<file path="config.mk">
export PLATFORM = sky130hd
export DESIGN_NAME = apb_master_bridge_flat
export DESIGN_NICKNAME = d
export VERILOG_FILES = /design/src/rtl/apb_master_bridge_if.sv /design/src/rtl/apb_master_bridge.sv /design/src/flat_wrapper.sv
export SDC_FILE = /design/constraint.sdc
export NUM_CORES = 1
export LEC_CHECK = 0
export CELL_PAD_IN_SITES_DETAIL_PLACEMENT = 1
export CELL_PAD_IN_SITES_GLOBAL_PLACEMENT = 1
export CORE_ASPECT_RATIO = 0.7
export CORE_UTILIZATION = 29
export DETAILED_ROUTE_END_ITERATION = 8
export HOLD_SLACK_MARGIN = 0.1
export PLACE_DENSITY = 0.93
export SLEW_MARGIN = 20
export SYNTH_ARGS = -nofsm -noshare
export SYNTH_HDL_FRONTEND = slang
export SYNTH_SLANG_ARGS = --single-unit
</file>
<file path="constraint.sdc">
create_clock -name pclk -period 4.29 [get_ports pclk]
set_clock_uncertainty 0.15 [all_clocks]
set_input_delay 0.858 -clock pclk [delete_from_list [all_inputs] [get_ports pclk]]
set_output_delay 0.858 -clock pclk [all_outputs]
set_load 0.1 [all_outputs]
</file>
<file path="src/rtl/apb_master_bridge_if.sv">
// Request/response channel plus APB bus for apb_master_bridge.
// master = bridge view, slave = requester/peripheral environment view.
interface apb_master_bridge_if #(
   parameter int ADDR_W = 32,
   parameter int DATA_W = 32
);
   logic              req_valid;
   logic              req_ready;
   logic [ADDR_W-1:0] req_addr;
   logic              req_write;
   logic [DATA_W-1:0] req_wdata;

   logic              rsp_valid;
   logic              rsp_ready;
   logic [DATA_W-1:0] rsp_rdata;
   logic              rsp_slverr;
   logic              rsp_timeout;

   logic [ADDR_W-1:0] paddr;
   logic              pselx;
   logic              penable;
   logic              pwrite;
   logic [DATA_W-1:0] pwdata;
   logic              pready;
   logic              pslverr;
   logic [DATA_W-1:0] prdata;

   modport master (
      input  req_valid, req_addr, req_write, req_wdata,
      output req_ready,
      output rsp_valid, rsp_rdata, rsp_slverr, rsp_timeout,
      input  rsp_ready,
      output paddr, pselx, penable, pwrite, pwdata,
      input  pready, pslverr, prdata
   );

   modport slave (
      output req_valid, req_addr, req_write, req_wdata,
      input  req_ready,
      input  rsp_valid, rsp_rdata, rsp_slverr, rsp_timeout,
      output rsp_ready,
      input  paddr, pselx, penable, pwrite, pwdata,
      output pready, pslverr, prdata
   );
endinterface

</file>
<file path="src/rtl/apb_master_bridge.sv">
// Valid/ready request -> APB SETUP/ACCESS transfer -> valid/ready response, one in flight.
// Optional ACCESS-phase timeout: define APB_MASTER_TIMEOUT_EN.
module apb_master_bridge #(
   parameter int ADDR_W         = 32,
   parameter int DATA_W         = 32,
   parameter int TIMEOUT_CYCLES = 16
) (
   input logic                 pclk,
   input logic                 prst,
   apb_master_bridge_if.master bus
);

   typedef enum logic [1:0] {IDLE, SETUP, ACCESS, RESP} state_t;

   state_t            state_q, state_d;
   logic [ADDR_W-1:0] paddr_q, paddr_d;
   logic              pwrite_q, pwrite_d;
   logic [DATA_W-1:0] pwdata_q, pwdata_d;
   logic              psel_q, psel_d;
   logic              pen_q, pen_d;
   logic              rsp_valid_q, rsp_valid_d;
   logic [DATA_W-1:0] rsp_rdata_q, rsp_rdata_d;
   logic              rsp_slverr_q, rsp_slverr_d;
   logic              timeout_hit;

`ifdef APB_MASTER_TIMEOUT_EN
   localparam int CNT_W = $clog2(TIMEOUT_CYCLES + 1);

   logic [CNT_W-1:0] cnt_q, cnt_d;
   logic             rsp_timeout_q, rsp_timeout_d;

   // This edge is the TIMEOUT_CYCLES-th ACCESS cycle without pready.
   assign timeout_hit     = (cnt_q == CNT_W'(TIMEOUT_CYCLES - 1));
   assign bus.rsp_timeout = rsp_timeout_q;
`else
   logic unused_timeout_cycles;

   assign unused_timeout_cycles = |TIMEOUT_CYCLES;
   assign timeout_hit           = 1'b0;
   assign bus.rsp_timeout       = 1'b0;
`endif

   assign bus.req_ready  = (state_q == IDLE) && !prst;
   assign bus.paddr      = paddr_q;
   assign bus.pwrite     = pwrite_q;
   assign bus.pwdata     = pwdata_q;
   assign bus.pselx      = psel_q;
   assign bus.penable    = pen_q;
   assign bus.rsp_valid  = rsp_valid_q;
   assign bus.rsp_rdata  = rsp_rdata_q;
   assign bus.rsp_slverr = rsp_slverr_q;

   always_ff @(posedge pclk) begin
      if (prst) begin
         state_q       <= IDLE;
         paddr_q       <= '0;
         pwrite_q      <= 1'b0;
         pwdata_q      <= '0;
         psel_q        <= 1'b0;
         pen_q         <= 1'b0;
         rsp_valid_q   <= 1'b0;
         rsp_rdata_q   <= '0;
         rsp_slverr_q  <= 1'b0;
`ifdef APB_MASTER_TIMEOUT_EN
         cnt_q         <= '0;
         rsp_timeout_q <= 1'b0;
`endif
      end else begin
         state_q       <= state_d;
         paddr_q       <= paddr_d;
         pwrite_q      <= pwrite_d;
         pwdata_q      <= pwdata_d;
         psel_q        <= psel_d;
         pen_q         <= pen_d;
         rsp_valid_q   <= rsp_valid_d;
         rsp_rdata_q   <= rsp_rdata_d;
         rsp_slverr_q  <= rsp_slverr_d;
`ifdef APB_MASTER_TIMEOUT_EN
         cnt_q         <= cnt_d;
         rsp_timeout_q <= rsp_timeout_d;
`endif
      end
   end

   always_comb begin
      state_d = state_q;
      case (state_q)
         IDLE:    if (bus.req_valid) state_d = SETUP;
         SETUP:   state_d = ACCESS;
         ACCESS:  if (bus.pready || timeout_hit) state_d = RESP;
         RESP:    if (bus.rsp_ready) state_d = IDLE;
         default: state_d = IDLE;
      endcase
   end

   always_comb begin
      paddr_d       = paddr_q;
      pwrite_d      = pwrite_q;
      pwdata_d      = pwdata_q;
      psel_d        = psel_q;
      pen_d         = pen_q;
      rsp_valid_d   = rsp_valid_q;
      rsp_rdata_d   = rsp_rdata_q;
      rsp_slverr_d  = rsp_slverr_q;
`ifdef APB_MASTER_TIMEOUT_EN
      cnt_d         = cnt_q;
      rsp_timeout_d = rsp_timeout_q;
`endif
      case (state_q)
         IDLE: begin
            if (bus.req_valid) begin
               paddr_d  = bus.req_addr;
               pwrite_d = bus.req_write;
               pwdata_d = bus.req_wdata;
               psel_d   = 1'b1;
               pen_d    = 1'b0;
            end
         end
         SETUP: begin
            pen_d = 1'b1;
`ifdef APB_MASTER_TIMEOUT_EN
            cnt_d = '0;
`endif
         end
         ACCESS: begin
            // pready wins over a timeout landing on the same edge.
            if (bus.pready) begin
               psel_d       = 1'b0;
               pen_d        = 1'b0;
               rsp_valid_d  = 1'b1;
               rsp_rdata_d  = pwrite_q ? '0 : bus.prdata;
               rsp_slverr_d = bus.pslverr;
`ifdef APB_MASTER_TIMEOUT_EN
               rsp_timeout_d = 1'b0;
            end else if (timeout_hit) begin
               psel_d        = 1'b0;
               pen_d         = 1'b0;
               rsp_valid_d   = 1'b1;
               rsp_rdata_d   = '0;
               rsp_slverr_d  = 1'b1;
               rsp_timeout_d = 1'b1;
            end else begin
               cnt_d = cnt_q + CNT_W'(1);
`endif
            end
         end
         RESP: begin
            if (bus.rsp_ready) rsp_valid_d = 1'b0;
         end
         default: ;
      endcase
   end

endmodule

</file>
<file path="src/flat_wrapper.sv">
// flat-port wrapper written by rule: the top's interface ports become plain ports
module apb_master_bridge_flat 
#(
   parameter int ADDR_W         = 32,
   parameter int DATA_W         = 32,
   parameter int TIMEOUT_CYCLES = 16
)
  (pclk, prst, bus_req_valid, bus_req_addr, bus_req_write, bus_req_wdata, bus_req_ready, bus_rsp_valid, bus_rsp_rdata, bus_rsp_slverr, bus_rsp_timeout, bus_rsp_ready, bus_paddr, bus_pselx, bus_penable, bus_pwrite, bus_pwdata, bus_pready, bus_pslverr, bus_prdata);
  apb_master_bridge_if #(.ADDR_W(ADDR_W), .DATA_W(DATA_W)) bus_i ();
  input logic pclk;
  input logic prst;
  input wire logic [$bits(bus_i.req_valid)-1:0] bus_req_valid;
  input wire logic [$bits(bus_i.req_addr)-1:0] bus_req_addr;
  input wire logic [$bits(bus_i.req_write)-1:0] bus_req_write;
  input wire logic [$bits(bus_i.req_wdata)-1:0] bus_req_wdata;
  output wire logic [$bits(bus_i.req_ready)-1:0] bus_req_ready;
  output wire logic [$bits(bus_i.rsp_valid)-1:0] bus_rsp_valid;
  output wire logic [$bits(bus_i.rsp_rdata)-1:0] bus_rsp_rdata;
  output wire logic [$bits(bus_i.rsp_slverr)-1:0] bus_rsp_slverr;
  output wire logic [$bits(bus_i.rsp_timeout)-1:0] bus_rsp_timeout;
  input wire logic [$bits(bus_i.rsp_ready)-1:0] bus_rsp_ready;
  output wire logic [$bits(bus_i.paddr)-1:0] bus_paddr;
  output wire logic [$bits(bus_i.pselx)-1:0] bus_pselx;
  output wire logic [$bits(bus_i.penable)-1:0] bus_penable;
  output wire logic [$bits(bus_i.pwrite)-1:0] bus_pwrite;
  output wire logic [$bits(bus_i.pwdata)-1:0] bus_pwdata;
  input wire logic [$bits(bus_i.pready)-1:0] bus_pready;
  input wire logic [$bits(bus_i.pslverr)-1:0] bus_pslverr;
  input wire logic [$bits(bus_i.prdata)-1:0] bus_prdata;
  assign bus_i.req_valid = bus_req_valid;
  assign bus_i.req_addr = bus_req_addr;
  assign bus_i.req_write = bus_req_write;
  assign bus_i.req_wdata = bus_req_wdata;
  assign bus_req_ready = bus_i.req_ready;
  assign bus_rsp_valid = bus_i.rsp_valid;
  assign bus_rsp_rdata = bus_i.rsp_rdata;
  assign bus_rsp_slverr = bus_i.rsp_slverr;
  assign bus_rsp_timeout = bus_i.rsp_timeout;
  assign bus_i.rsp_ready = bus_rsp_ready;
  assign bus_paddr = bus_i.paddr;
  assign bus_pselx = bus_i.pselx;
  assign bus_penable = bus_i.penable;
  assign bus_pwrite = bus_i.pwrite;
  assign bus_pwdata = bus_i.pwdata;
  assign bus_i.pready = bus_pready;
  assign bus_i.pslverr = bus_pslverr;
  assign bus_i.prdata = bus_prdata;
  apb_master_bridge #(.ADDR_W(ADDR_W), .DATA_W(DATA_W), .TIMEOUT_CYCLES(TIMEOUT_CYCLES)) u_core (.pclk(pclk), .prst(prst), .bus(bus_i));
endmodule
</file>
==> results of run 1 <==
-- state kept, by name (all words and copies together) (netlist names) --
| name | count |
|---|---|
| u_core.bus.pwdata | 32 |
| u_core.bus.rsp_slverr | 1 |
| u_core.bus.pwrite | 1 |
| u_core.bus.paddr | 32 |
| u_core.bus.pselx | 1 |
| u_core.bus.penable | 1 |
| u_core.state_q | 2 |
| u_core.bus.rsp_rdata | 32 |
| u_core.bus.rsp_valid | 1 |
-- layout make-up --
class	count	area, um2
clock inverters	4	55.1
clock buffers	12	246
repair buffers	208	2060
fillers	1480	6450
multi-input cells	324	1570
inverters	5	18.8
flip-flops and latches	103	2060
well taps	162	203
-- per-stage QoR --
stage,total power [mW],area (um2)
after floorplan,2.74,3850
after global placement,3.17,5910
after detailed placement,3.23,5920
after CTS,4.07,6220
after global routing,4.20,6220
final,4.02,6220
-- power by group through the flow --
stage | logic [mW] | registers (mW) | clock network, mW
2_1_floorplan | 0.427 | 2.31 | 0
5_1_grt | 2.06 | 1.24 | 0.899
4_1_cts | 2.00 | 1.22 | 0.852
3_5_place_dp | 1.99 | 1.24 | 0
3_3_place_gp | 1.95 | 1.22 | 0
6_report | 1.98 | 1.22 | 0.823
-- final timing paths --
path | from | endpoint | slack (ns) | cells past startpoint
worst max-delay path | u_core.bus.rsp_valid | bus_rsp_valid | 1.42 | 1
worst min-delay path | u_core.bus.paddr[7] | u_core.bus.paddr[7] | 0.30 | 2
worst max register to register | u_core.state_q[1] | u_core.bus.pwdata[7] | 2.25 | 6
worst min register to register | u_core.bus.paddr[7] | u_core.bus.paddr[7] | 0.30 | 2
-- cells by family (layout without fill, tap and decap cells) --
logic type | after synthesis | count (layout) | share of synthesized area (%)
AOI/OAI and AO/OA | 106 | 106 | 14.2
other | 1 | 1 | 0.0975
buffers and inverters | 41 | 229 | 5.79
DFF | 103 | 103 | 53.6
muxes | 2 | 2 | 0.521
adders and majority gates | 5 | 5 | 1.63
and+or+nand+nor | 210 | 210 | 24.1
-- cells in the final DEF (no fill, tap or decap) --
master / n
sky130_fd_sc_hd__clkdlybuf4s50_1: 201
sky130_fd_sc_hd__nand2_1: 168
sky130_fd_sc_hd__dfxtp_1: 103
sky130_fd_sc_hd__a21oi_1: 100
sky130_fd_sc_hd__nand3b_1: 32
sky130_fd_sc_hd__clkbuf_16: 9
sky130_fd_sc_hd__buf_4: 7
sky130_fd_sc_hd__inv_1: 5
sky130_fd_sc_hd__ha_1: 5
sky130_fd_sc_hd__nor2b_1: 4
sky130_fd_sc_hd__o211ai_1: 2
sky130_fd_sc_hd__mux2i_1: 2
sky130_fd_sc_hd__clkinv_4: 2
sky130_fd_sc_hd__clkbuf_1: 2
sky130_fd_sc_hd__and2_2: 1
sky130_fd_sc_hd__nand2_4: 1
sky130_fd_sc_hd__nand2_2: 1
sky130_fd_sc_hd__and2_1: 1
sky130_fd_sc_hd__nor3_1: 1
sky130_fd_sc_hd__or4_1: 1
sky130_fd_sc_hd__o211a_1: 1
sky130_fd_sc_hd__o41ai_1: 1
sky130_fd_sc_hd__o21ai_0: 1
sky130_fd_sc_hd__o21bai_1: 1
sky130_fd_sc_hd__conb_1: 1
sky130_fd_sc_hd__clkbuf_8: 1
sky130_fd_sc_hd__clkinvlp_4: 1
sky130_fd_sc_hd__bufinv_16: 1
-- per-layer routing --
| metal | up-vias | track usage (%) |
|---|---|---|
| li1 | 1887 | - |
| met1 | 1809 | 21.0 |
| met2 | 148 | 33.8 |
| met3 | 16 | 7.41 |
| met4 | 0 | 4.65 |
| met5 | - | 0 |
==> results.cfg, run 1 <==
[grt]
first_global_vias = 4100
grt_pass1_wl_mm = 20.6
gr-total-overflow = 0
grt_antenna_before_repair = 0
grt_start_max_net_pins = 66
grt.total_usage_pct = 18.9

[routing]
wl_met1_mm = 5.43
met2_length_mm = 6.22
drt_iter0_markers = 88
drt-total-wl_mm = 12.9
route.antenna.remaining_nets = 0
drcViolationCount = 0
drt_first_pass_iters = 6
wl_per_cell_um = 15.8
route.met3.wl_mm = 1.06
route.vias.total = 3860
via_per_inst = 4.72
dr.max_layer_used = met4

[clocking]
clock-root-buffer = sky130_fd_sc_hd__clkbuf_16
post_cts_resized = 0
cts.sinks = 103
clkSlewWorstSetupHoldPaths_ns = 0.07
cts_setup_buffers = 0
clock_path_buffers = 2
hold_buf_cts = 0
cts_tree = built
skew_pair_late_insertion_delay_ns = 0.33
ctsHtreeMaxLevel = 3
cts_made_buffers = 9

[critical_path]
timing.critical_path.fanout_max = 3
crit_path_start_kind = register
critPathArrivalTime_ns = 1.86
critical-path-top-delay-family = buffers and inverters
timing.critical_path.slowest_stage_cell = sky130_fd_sc_hd__clkdlybuf4s50_1
timing.critical_path.buf_inv = 1
critical_path_class = register to output pin
cp_cell_sequence = clkdlybuf4s50_1
worstPathRequired_ns = 3.28
end_kind = output pin
cpPeakStageDelay_ns = 1.17

[yosys]
ys_top_cells_by_count = sky130_fd_sc_hd__nand2_1, sky130_fd_sc_hd__dfxtp_1, sky130_fd_sc_hd__a21oi_1
netlist.area_leader.share_pct = 53.6
yosys.cell_count.top_type = sky130_fd_sc_hd__nand2_1
async_flop_share_pct = 0
post_synth.cell_area_avg_um2 = 8.22
mappedNetlistArea_um2 = 3850
synth_ff_type = sky130_fd_sc_hd__dfxtp_1
synth_enable_flop_cells = 0
syn-instance-count = 468
synth.ff_latch_count = 103
synthTopCellsByArea = sky130_fd_sc_hd__dfxtp_1, sky130_fd_sc_hd__nand2_1, sky130_fd_sc_hd__a21oi_1
ys_types = 22
synth_seq_area_share_pct = 53.6
synth_top_cell_by_area = sky130_fd_sc_hd__dfxtp_1
synth_fp_nets = 576
synthesis.yosys.warnings = 0

[pwr]
total_leakage_power_nw = 2.21
p_seq_share_pct = 30.3
vdd_drop_max_mv = 0.263
netSwitchingFraction_pct = 48.7
p_switching_mw = 1.96
share_clk_of_total_power_pct = 20.5
power_density_cells_nw_per_um2 = 646
power.internal_mw = 2.06
share_comb_of_total_power_pct = 49.3

[place]
placedCellCount = 802
finalWeightedCongestion = 0.765
dp_slack_ns = 1.42
numPortBuffers = 204
dpl.hpwl_mm = 9.49

[run]
max-cap-violations = 0

[floorplan]
die_width_um = 140
io-pin-count = 206
effective_utilization_at_floorplan_pct = 30.3
dieArea_um2 = 13700
core_area_um2 = 12700
std_cell_rows = 34
die_height_um = 98.4

[timing]
holdWs_ns = 0.305
report.final.slew_viol_count = 0
worstMarginPinSlew_ns = 1.02
period_minus_slack_ns = 2.87
fin_ws_ns = 1.42
post-route-period-util_pct = 66.8
timing.slew.headroom_pct = 31.8
finalHoldViolations = 0
setup_viol_count_final = 0
rsz0062_at_grt = no
max_freq_mhz = 349
setup_total_negative_slack_ns = 0

[finish]
fin_util_pct = 49.1
fin_cells = 818
fin_nets = 759
area_growth_pct = 61.8
antenna-diode-count = 0
layout-drive-gt1-share_pct = 3.66

[worst_hold_path]
worst_hold_path_type = register to register

[outcome]
outcome = complete, no violations
Note: power is estimated with default switching activity, not from simulation.
==> run 2: changes to the inputs <==
--- a/config.mk
+++ b/config.mk
@@ -8,10 +8,10 @@
 export CELL_PAD_IN_SITES_DETAIL_PLACEMENT = 1
 export CELL_PAD_IN_SITES_GLOBAL_PLACEMENT = 1
 export CORE_ASPECT_RATIO = 0.7
-export CORE_UTILIZATION = 29
+export CORE_UTILIZATION = 24
 export DETAILED_ROUTE_END_ITERATION = 8
 export HOLD_SLACK_MARGIN = 0.1
-export PLACE_DENSITY = 0.93
+export PLACE_DENSITY = 0.83
 export SLEW_MARGIN = 20
 export SYNTH_ARGS = -nofsm -noshare
 export SYNTH_HDL_FRONTEND = slang
==> constraint.sdc (replaced) <==
create_clock -name pclk -period 2.3 [get_ports pclk]
set_clock_uncertainty 0.15 [all_clocks]
set_input_delay 0.46 -clock pclk [delete_from_list [all_inputs] [get_ports pclk]]
set_output_delay 0.46 -clock pclk [all_outputs]
set_load 0.1 [all_outputs]
==> run 2 against run 1 <==
Clock power grew 100%. Highest routed layer unchanged. Non-clock buffer count grew 5. Power grew 90%. Die area grew 20%. Global-route usage shrank 3.1 points. Largest cell class is now registers. Wire length grew 2.0%. Sequential share of layout area grew 0.46 points. Clock-buffer cell count shrank 1. Core utilization shrank 9.7 points. Largest power group unchanged. Critical endpoint is now bus_req_ready. Combinational power grew 87%.
==> results.cfg, run 2 (synthesis results as in run 1) <==
[clocking]
clock-root-buffer = sky130_fd_sc_hd__clkbuf_16
cts_setup_buffers = 0
post_cts_resized = 0
cts_made_buffers = 9
cts_tree = built
ctsHtreeMaxLevel = 3
hold_buf_cts = 0
cts.sinks = 103
clock_path_buffers = 2
skew_pair_late_insertion_delay_ns = 0.34
clkSlewWorstSetupHoldPaths_ns = 0.07

[timing]
max_freq_mhz = 476
fin_ws_ns = 0.201
timing.slew.headroom_pct = 65.6
report.final.slew_viol_count = 0
post-route-period-util_pct = 91.2
finalHoldViolations = 0
period_minus_slack_ns = 2.10
setup_total_negative_slack_ns = 0
rsz0062_at_grt = no
setup_viol_count_final = 0
worstMarginPinSlew_ns = 0.515

[finish]
final_cell_mix = sky130_fd_sc_hd__nand2_1, sky130_fd_sc_hd__buf_4, sky130_fd_sc_hd__dfxtp_1
layout-drive-gt1-share_pct = 19.7
layout.cells.most_common = sky130_fd_sc_hd__nand2_1
area_growth_pct = 59.6
final_area_um2 = 6140
multiInputGateArea_um2 = 1570
seq_area_um2 = 2060
layout.filler_cells = 1841
antenna-diode-count = 0
fin_nets = 764
fin_cells = 861

[routing]
drt_iter0_markers = 87
drt-total-wl_mm = 13.1
via_per_inst = 4.53
route.vias.total = 3904
drcViolationCount = 0
wl_per_cell_um = 15.3
route.antenna.remaining_nets = 0
drt_first_pass_iters = 4

[floorplan]
die_height_um = 108
effective_utilization_at_floorplan_pct = 24.7
io-pin-count = 206
dieArea_um2 = 16500
std_cell_rows = 38
die_width_um = 153
core_area_um2 = 15600

[pwr]
vdd_drop_max_mv = 0.538
power_density_cells_nw_per_um2 = 1240
total_leakage_power_nw = 2.45

[outcome]
outcome = complete, no violations

[grt]
grt_pass1_wl_mm = 20.5
grt.total_usage_pct = 15.7
grt_start_max_net_pins = 50
first_global_vias = 4074
grt_antenna_before_repair = 0
gr-total-overflow = 0

[worst_hold_path]
worst_hold_path_type = register to register
whs_path_cells = 2

[place]
numPortBuffers = 204
placedCellCount = 845
finalWeightedCongestion = 0.775
dpl.hpwl_mm = 9.85
post_dp_cell_area_um2 = 5810
dp_slack_ns = 0.218

[critical_path]
worst_r2r_startpoint = u_core.state_q[0]
end_of_the_worst_register_to_register_path = u_core.state_q[0]
worst-r2r-cell-count = 5
timing.critical_path.fanout_max = 4
crit_path_start = u_core.state_q[0]
end_kind = output pin
crit_path_end = bus_req_ready
crit_path_start_kind = register
critPathArrivalTime_ns = 1.49
worstPathRequired_ns = 1.69
critical_path_class = register to output pin
worst-r2r-setup-slack_ns = 0.46

[run]
max-cap-violations = 0
[run 2: changes by cell type in the layout (fill, tap and decap cells not counted), sizes merged]
cell / previous run / this run
buf: 7 / 112
clkdlybuf4s50: 201 / 101
clkbuf: 12 / 11
bufinv: 1 / 2
[run 2: cell type report]
| type | instances | share of cell area [%] |
|---|---|---|
| clock buffers | 11 | 3.96 |
| well taps | 200 | 4.08 |
| multi-input cells | 324 | 25.5 |
| inverters | 5 | 0.306 |
| flip-flops and latches | 103 | 33.6 |
| repair buffers | 213 | 31.2 |
| clock inverters | 5 | 1.33 |
[run 2: through the flow]
| step | power (mW) | utilization [%] | hold WS (ns) |
|---|---|---|---|
| after global placement | 5.93 | 37.3 | 0.291 |
| final | 7.64 | 39.4 | 0.305 |
| after global routing | 7.96 | 39.4 | 0.327 |
| after floorplan | 5.11 | - | 0.318 |
| after detailed placement | 6.03 | 37.3 | 0.298 |
| after CTS | 7.73 | 39.4 | 0.308 |
[run 2: worst min path at each step]
stage | start | end
finish | u_core.bus.rsp_rdata[19] | u_core.bus.rsp_rdata[19]
global route | u_core.bus.rsp_rdata[29] | u_core.bus.rsp_rdata[29]
CTS | u_core.bus.rsp_rdata[19] | u_core.bus.rsp_rdata[19]
detailed placement | u_core.bus.rsp_rdata[19] | u_core.bus.rsp_rdata[19]
global placement | u_core.bus.rsp_rdata[26] | u_core.bus.rsp_rdata[26]
floorplan | u_core.state_q[1] | u_core.state_q[1]
[run 2: power by group]
group | internal, mW | switching [mW]
clock network | 0.985 | 0.682
registers | 2.08 | 0.183
logic | 0.863 | 2.84
[run 2: routing by layer]
| layer | GRT usage (%) | share of wire [%] | vias up |
|---|---|---|---|
| met2 | 27.7 | 48 | 135 |
| met4 | 5.41 | 1.5 | 0 |
| met5 | 0 | 0 | - |
| met1 | 17.5 | 42 | 1852 |
| met3 | 5.96 | 7.7 | 17 |
| li1 | - | - | 1900 |
[run 2: critical path, stage by stage, from the launching register on]
cell and delay [ns]:
sky130_fd_sc_hd__dfxtp_1 0.40, sky130_fd_sc_hd__inv_1 0.11, sky130_fd_sc_hd__ha_1 0.27, sky130_fd_sc_hd__nor2b_2 0.19
sky130_fd_sc_hd__buf_12 0.18
